--- src/rtl/divider_32bit_pkg.sv ---
// Shared constants, FSM state encoding and sign helper for divider_32bit.
package divider_32bit_pkg;

  localparam int XLEN       = 32;
  localparam int ITER_COUNT = 32;
  localparam logic [XLEN-1:0] DIV_ZERO_QUOTIENT = 32'hFFFF_FFFF;

  typedef enum logic [1:0] {
    S_IDLE = 2'd0,
    S_RUN  = 2'd1,
    S_FIX  = 2'd2,
    S_DONE = 2'd3
  } state_e;

  // Two's-complement negate when n is set, pass-through otherwise.
  function automatic logic [XLEN-1:0] cond_neg(input logic n, input logic [XLEN-1:0] v);
    return n ? ({XLEN{1'b0}} - v) : v;
  endfunction

endpackage

--- src/rtl/divider_32bit_div_step.sv ---
// One restoring-division step: trial-subtract the divisor magnitude from the
// shifted partial remainder; carry-out of the two's-complement add is not-borrow.
module div_step #(
  parameter int W = 32
) (
  input  logic [W:0]   i_rem_shift,
  input  logic [W-1:0] i_dmag,
  output logic [W-1:0] o_rem_next,
  output logic         o_q_bit
);

  logic [W+1:0] w_sum;
  logic         w_unused_hi;

  // rem_shift + ~{0,dmag} + 1, computed one bit wider to expose the carry.
  assign w_sum       = {1'b0, i_rem_shift} + {2'b01, ~i_dmag} + {{(W+1){1'b0}}, 1'b1};
  assign o_q_bit     = w_sum[W+1];
  // When the trial succeeds the difference is below dmag, so bit W is always 0.
  assign w_unused_hi = w_sum[W];
  assign o_rem_next  = o_q_bit ? w_sum[W-1:0] : i_rem_shift[W-1:0];

endmodule

--- src/rtl/divider_32bit.sv ---
// Iterative 32-bit restoring divider: 32 RUN steps, one FIX cycle for signs,
// one DONE cycle. Zero divisor short-circuits IDLE->DONE.
// Optional macro DIVIDER_SIGNED_EN enables signed (DIV/REM) operation via is_signed.
module divider_32bit #(
  parameter int XLEN = 32
) (
  input  logic            clk,
  input  logic            rst,
  input  logic            start,
  input  logic            is_signed,
  input  logic [XLEN-1:0] dividend,
  input  logic [XLEN-1:0] divisor,
  output logic            busy,
  output logic            done,
  output logic [XLEN-1:0] quotient,
  output logic [XLEN-1:0] remainder,
  output logic            div_by_zero
);
  import divider_32bit_pkg::*;

  state_e          r_state, w_next;
  logic [5:0]      r_cnt;
  logic [XLEN-1:0] r_rem, r_quo, r_dmag;
  logic [XLEN-1:0] r_quotient, r_remainder;
  logic            r_neg_q, r_neg_r, r_dz;
  logic            w_sgn, w_a_neg, w_b_neg, w_zero;
  logic [XLEN-1:0] w_rem_next;
  logic            w_qbit;

`ifdef DIVIDER_SIGNED_EN
  assign w_sgn = is_signed;
`else
  // Unsigned-only build: is_signed is deliberately ignored.
  logic w_unused_sgn;
  assign w_unused_sgn = is_signed;
  assign w_sgn        = 1'b0;
`endif

  assign w_a_neg = w_sgn & dividend[XLEN-1];
  assign w_b_neg = w_sgn & divisor[XLEN-1];
  assign w_zero  = (divisor == '0);

  div_step #(.W(XLEN)) u_step (
    .i_rem_shift ({r_rem, r_quo[XLEN-1]}),
    .i_dmag      (r_dmag),
    .o_rem_next  (w_rem_next),
    .o_q_bit     (w_qbit)
  );

  // State register; reset wins over any start in the same cycle.
  always_ff @(posedge clk) begin
    if (rst) r_state <= S_IDLE;
    else     r_state <= w_next;
  end

  // Next-state logic.
  always_comb begin
    w_next = r_state;
    case (r_state)
      S_IDLE: if (start) w_next = w_zero ? S_DONE : S_RUN;
      S_RUN:  if (r_cnt == 6'(ITER_COUNT - 1)) w_next = S_FIX;
      S_FIX:  w_next = S_DONE;
      S_DONE: w_next = S_IDLE;
      default: w_next = S_IDLE;
    endcase
  end

  // Status outputs decoded from state.
  always_comb begin
    busy = (r_state != S_IDLE);
    done = (r_state == S_DONE);
  end

  // Datapath: operand capture, iteration, sign fix-up and result registers.
  always_ff @(posedge clk) begin
    if (rst) begin
      r_cnt       <= '0;
      r_rem       <= '0;
      r_quo       <= '0;
      r_dmag      <= '0;
      r_neg_q     <= 1'b0;
      r_neg_r     <= 1'b0;
      r_dz        <= 1'b0;
      r_quotient  <= '0;
      r_remainder <= '0;
    end else begin
      case (r_state)
        S_IDLE: if (start) begin
          r_dz  <= w_zero;
          r_cnt <= '0;
          if (w_zero) begin
            r_quotient  <= DIV_ZERO_QUOTIENT;
            r_remainder <= dividend;
          end else begin
            r_rem   <= '0;
            r_quo   <= cond_neg(w_a_neg, dividend);
            r_dmag  <= cond_neg(w_b_neg, divisor);
            r_neg_q <= w_a_neg ^ w_b_neg;
            r_neg_r <= w_a_neg;
          end
        end
        S_RUN: begin
          r_rem <= w_rem_next;
          r_quo <= {r_quo[XLEN-2:0], w_qbit};
          r_cnt <= r_cnt + 6'd1;
        end
        S_FIX: begin
          r_quotient  <= cond_neg(r_neg_q, r_quo);
          r_remainder <= cond_neg(r_neg_r, r_rem);
        end
        default: ;
      endcase
    end
  end

  assign quotient    = r_quotient;
  assign remainder   = r_remainder;
  assign div_by_zero = r_dz;

endmodule
--- config.mk ---
export PLATFORM = sky130hd
export DESIGN_NAME = divider_32bit
export DESIGN_NICKNAME = d
export VERILOG_FILES = /design/src/rtl/divider_32bit_pkg.sv /design/src/rtl/divider_32bit_div_step.sv /design/src/rtl/divider_32bit.sv
export SDC_FILE = /design/constraint.sdc
export NUM_CORES = 1
export LEC_CHECK = 0
export ABC_AREA = 1
export BUFFER_PORTS_ARGS = -buffer_cell sky130_fd_sc_hd__buf_2
export CAP_MARGIN = 0
export CORE_AREA = 2 2 136 138
export CTS_CLUSTER_SIZE = 8
export DETAILED_ROUTE_END_ITERATION = 8
export DIE_AREA = 0 0 138 140
export GPL_TIMING_DRIVEN = 0
export PLACE_DENSITY = 0.74
export SLEW_MARGIN = 30
export SYNTH_ARGS = -nofsm -noshare
export SYNTH_HDL_FRONTEND = slang
export SYNTH_SLANG_ARGS = --single-unit
--- constraint.sdc ---
create_clock -name clk -period 3.5 [get_ports clk]
set_clock_uncertainty 0.05 [all_clocks]
set_input_delay 1.05 -clock clk [delete_from_list [all_inputs] [get_ports clk]]
set_output_delay 1.05 -clock clk [all_outputs]
set_load 0.05 [all_outputs]
### Word-level counts from Yosys, hierarchy flattened

Cells that the tools add are included.
Widths: inputs -> output; s select.

* register bits after elaboration: 169
* input bits: 68

* muxes and demuxes: 19
* $add $sub $neg: 3
* bitwise gates (word level): 2
* reductions and logical operators: 11
* equality and inequality tests: 8

Operator list (count)
* $mux 32: 9
* $pmux 32 s2: 4
* $add 33x33->34: 1
* $add 34x1->34 const B: 1
* $logic_not 32->1: 1
* $not 32->32: 1
* $pmux 6 s2: 1
* $reduce_and 3->1: 3
* $ne 2x2->1 const B: 4
* $pmux 2 s4: 1
* $add 6x1->6 const B: 1
* $eq 6x5->1 const B: 1
* $mux 2: 3
* $mux 6: 1
* $reduce_and 2->1: 3
* $reduce_bool 2->1: 3
* $eq 2x2->1 const B: 2
* $eq 2x1->1 const B: 1
* $logic_not 2->1: 1
* $not 1->1: 1

### Longest topological paths before layout

* depth in word-level cells: 5
* gate-level depth with buffers: 17

### Cells and area by module

A second synthesis with hierarchy kept.

* cell total of the unflattened synthesis: 1995
* area total of the unflattened synthesis: 11562.3 um2

By module, submodules not included
* divider_32bit: times used 1, area each 8436.8 um2, sequential area each 3383.2 um2, cells an instance 1356
* div_step: times used 1, area each 3125.5 um2, sequential area each 0.0 um2, cells an instance 639

### Worst setup path before layout

No wires, ideal clock.

* path kind: input-to-reg
* from: input port divisor[29]
* to: register r_remainder[10] (netlist: remainder[10])
* data arrival time: 2.147 ns
* slack: 1.178 ns
* required time: 3.325 ns
* cell stages on the path: 10
* buffers on the path: 2
* cell sequence: nor2_1 > nand2_1 > nor2_1 > nand2_1 > nor2_2 > nand3_1 > o21ai_2 > buf_2 > buf_2 > a31oi_1

* word-level cells in the longest chain between the ends: 3

Ends and longest elaborated chain
* from (decl): RTL line divider_32bit.sv:12 `input logic [XLEN-1:0] divisor,`
* $logic_not 32->1: RTL line divider_32bit.sv:41 `assign w_zero = (divisor == '0);`
* $ne 2x2->1 (no source line)
* $reduce_and 3->1 (no source line)
* to (signal assigned): RTL line divider_32bit.sv:93 `r_remainder <= dividend;`
* to (signal assigned): RTL line divider_32bit.sv:109 `r_remainder <= cond_neg(r_neg_r, r_rem);`
* to (decl): RTL line divider_32bit.sv:24 `logic [XLEN-1:0] r_quotient, r_remainder;`

No other way between the ends.
A chain may end at the register's enable or synchronous reset.

### Worst setup path in the final report

* from: input port divisor[31]
* to: register r_quo[28]

* word-level cells in the longest chain between the ends: 3

Ends and longest elaborated chain
* $logic_not 32->1: RTL line divider_32bit.sv:41
* $ne 2x2->1 (no source line)
* $reduce_and 3->1 (no source line)
* to (signal assigned): RTL line divider_32bit.sv:96 `r_quo <= cond_neg(w_a_neg, dividend);`
* to (signal assigned): RTL line divider_32bit.sv:104 `r_quo <= {r_quo[XLEN-2:0], w_qbit};`
* to (decl): RTL line divider_32bit.sv:23 `logic [XLEN-1:0] r_rem, r_quo, r_dmag;`

No other way between the ends.

==> metrics.txt <==
full die area 0.0193 sq mm; fin crit period 2.82 ns; Hold WS 0.410 ns; Die Ht 140 um; Clock Path Buffers 2; Hold Path Class reg2reg; Worst setup endpoint r_quo[28]; CTS buffer count 17; grt ovf 0; syn_nets 1583; critical path class in2reg; register area share after synthesis 0.348; layout cell share with drive strength beyond 1 0.148; die width 138 um; final core utilization 0.632; Worst Setup End Kind flip-flop; crit path launch divisor[31]; Max-slew headroom 0.565; Power Density 743 mW/mm^2; final setup fails 0; Synth cell types 40; vias in the first global route 9264; total placed cells including tap cells 1838; highest-count cells in the layout ignoring fill and taps 474 x nand2_1, 169 x dfxtp_1, 163 x inv_1; VDD IR-drop max 0.500 mV; vias 9959; Layout Nets 1734; Placed Area 0.0107 sq mm; Min-Delay Startpoint quotient[27]; Final Instance Area 0.0112 sq mm; buffers added on ports 132; first-pass GRT wire length 45.7 mm; Post-Syn Instances 1477; Layout Cells excl Fill 1870; Yosys reg bits 169; CP Data Required Time 3.76 ns; CTS Sinks 169; Clock power frac 0.224; Global Route Usage Sum 0.292; setup TNS 0 ns; max-cap violation count 0; RSZ-0062 raised after global routing no; DR DRC count 0; worst slack at placement 0.200 ns; IO Count 135; r2r worst-path depth 13; Psw 3.97 mW; core area 0.0178 sq mm; placer congestion estimate 0.978; Slew @ Worst Pin 0.653 ns; Initial DRT Pass Iterations 7; DRT iter0 DRCs 779; final wirelength 28.2 mm; Setup crit start kind input port; Net Sw Frac 0.475; CTS tree done; Final Hold Fails 0; H-Tree Depth 4; postcts setup bufs 0; CP max FO 10; worst setup margin 0.678 ns; Initial Utilization 0.546; R2R Path End r_rem[28]; outcome finished, final reports clean; sequential share of power 0.317; WP data arrival 3.08 ns; max-slew violations 0; Post-CTS Resized 0; Post-CTS Hold Buffers 0; synth-to-layout area growth 15.7%; hpwl dp 22.7 mm; reg2reg setup slack 0.94 ns; Vias/cell 5.33; Comb pwr share 0.460; largest net degree at the start of global routing 19; Max Fclk 0.354 GHz; antenna violations before repair 0; Detail Route Antenna Nets 0; Internal 4.38 mW; Rows 49; CTS root buffer clkbuf_16; Wirelength per Cell 15.1 um; final period utilization 0.806; # diodes 0; Power, Total 8.35 mW; clk_lat worst skew 0.44 ns; synthesized area per cell 6.58 sq um; most common cell after layout, fill and taps aside nand2_1; r2r startpoint r_quo[31]; Mapped Area 0.00971 sq mm; Yosys warning count 0; Clk pin slew, worst setup/hold paths 0.07 ns; Leak 5.45 nW
## registers in the layout (all words and copies together) (netlist names)
register     flops
remainder       32
r_cnt            6
r_quo           32
quotient        32
div_by_zero      1
r_state          2
r_rem           32
r_dmag          32
## cell type report
cell class | count | area, sq um
clock buffers | 18 | 429
repair buffers | 132 | 661
fillers | 1691 | 6540
inverters | 176 | 661
flip-flops and latches | 169 | 3380
multi-input cells | 1057 | 5300
plain buffers | 75 | 367
clock inverters | 14 | 153
well taps | 229 | 287
## per-layer routing
layer,track usage,share of wire
met3,0.0434,0.055
met1,0.378,0.45
met2,0.489,0.46
met5,0,0
met4,0.122,0.037
## how the worst min path moves through the flow
stage                         endpoint  cells after the start
after CTS                 quotient[27]                      2
after global placement    quotient[27]                      2
final                     quotient[27]                      2
after detailed placement  quotient[27]                      2
after floorplan             r_dmag[10]                      2
after global routing      quotient[29]                      2
## cells by family (layout without fill, tap and decap cells)
logic type,count (synthesis),in the layout,share of synthesized area
AND/OR/NAND/NOR,683,683,0.301
buffers and inverters,251,415,0.106
adder cells (fa/ha/maj),38,38,0.0497
flip-flops,169,169,0.348
AO/OA/AOI/OAI,320,320,0.180
XOR/XNOR,16,16,0.0144
## synthesized netlist by cell type
cell        n  share of area
a21oi_2    13          0.012
nor4_1      1        0.00064
nand3b_1   26          0.020
nor3_2      2         0.0021
a31oi_1    64          0.041
buf_4       7         0.0054
clkinv_1    4         0.0015
nor3_1      5         0.0026
clkbuf_1   43          0.017
a221oi_1    2         0.0018
clkbuf_2    4         0.0021
nand4_1    10         0.0064
inv_2       9         0.0035
o21ai_2     1        0.00090
nand2_1   474           0.18
and2_1      2         0.0013
nand2_2     9         0.0058
xor2_1      3         0.0027
inv_1     163          0.063
o21ai_1     8         0.0041
nor2_8      1         0.0021
buf_6       5         0.0058
nand3_2     6         0.0062
nor2_1     71          0.027
ha_1       37          0.048
or2_2       2         0.0013
a21oi_1   103          0.053
o21bai_1    2         0.0015
o21ai_0   125          0.064
buf_1       3         0.0012
xnor2_1    13          0.012
nand2_4     2         0.0023
fa_1        1         0.0021
nand3_4     1         0.0018
a211oi_1    2         0.0015
nor2_4      2         0.0023
dfxtp_1   169           0.35
buf_2      13         0.0067
nor2_2      3         0.0019
nand3_1    66          0.034
## critical path, cell delays in order
cell,delay (ns)
buf_2,0.12
nor2_1,0.27
nand2_1,0.11
nor2_1,0.16
nand2_1,0.10
nor2_2,0.24
nand2_1,0.14
nand2_2,0.22
inv_2,0.13
clkbuf_1,0.25
o21ai_0,0.22
a31oi_1,0.06
## power groups by stage
stage	Clock, mW	Combinational, mW	Sequential (mW)
global route	1.96	4.23	2.69
detailed placement	0	3.79	2.68
finish	1.87	3.84	2.65
global placement	0	3.74	2.67
floorplan	0	2.28	3.19
CTS	1.87	3.81	2.64
No activity file was read; power rests on OpenSTA's default activity.
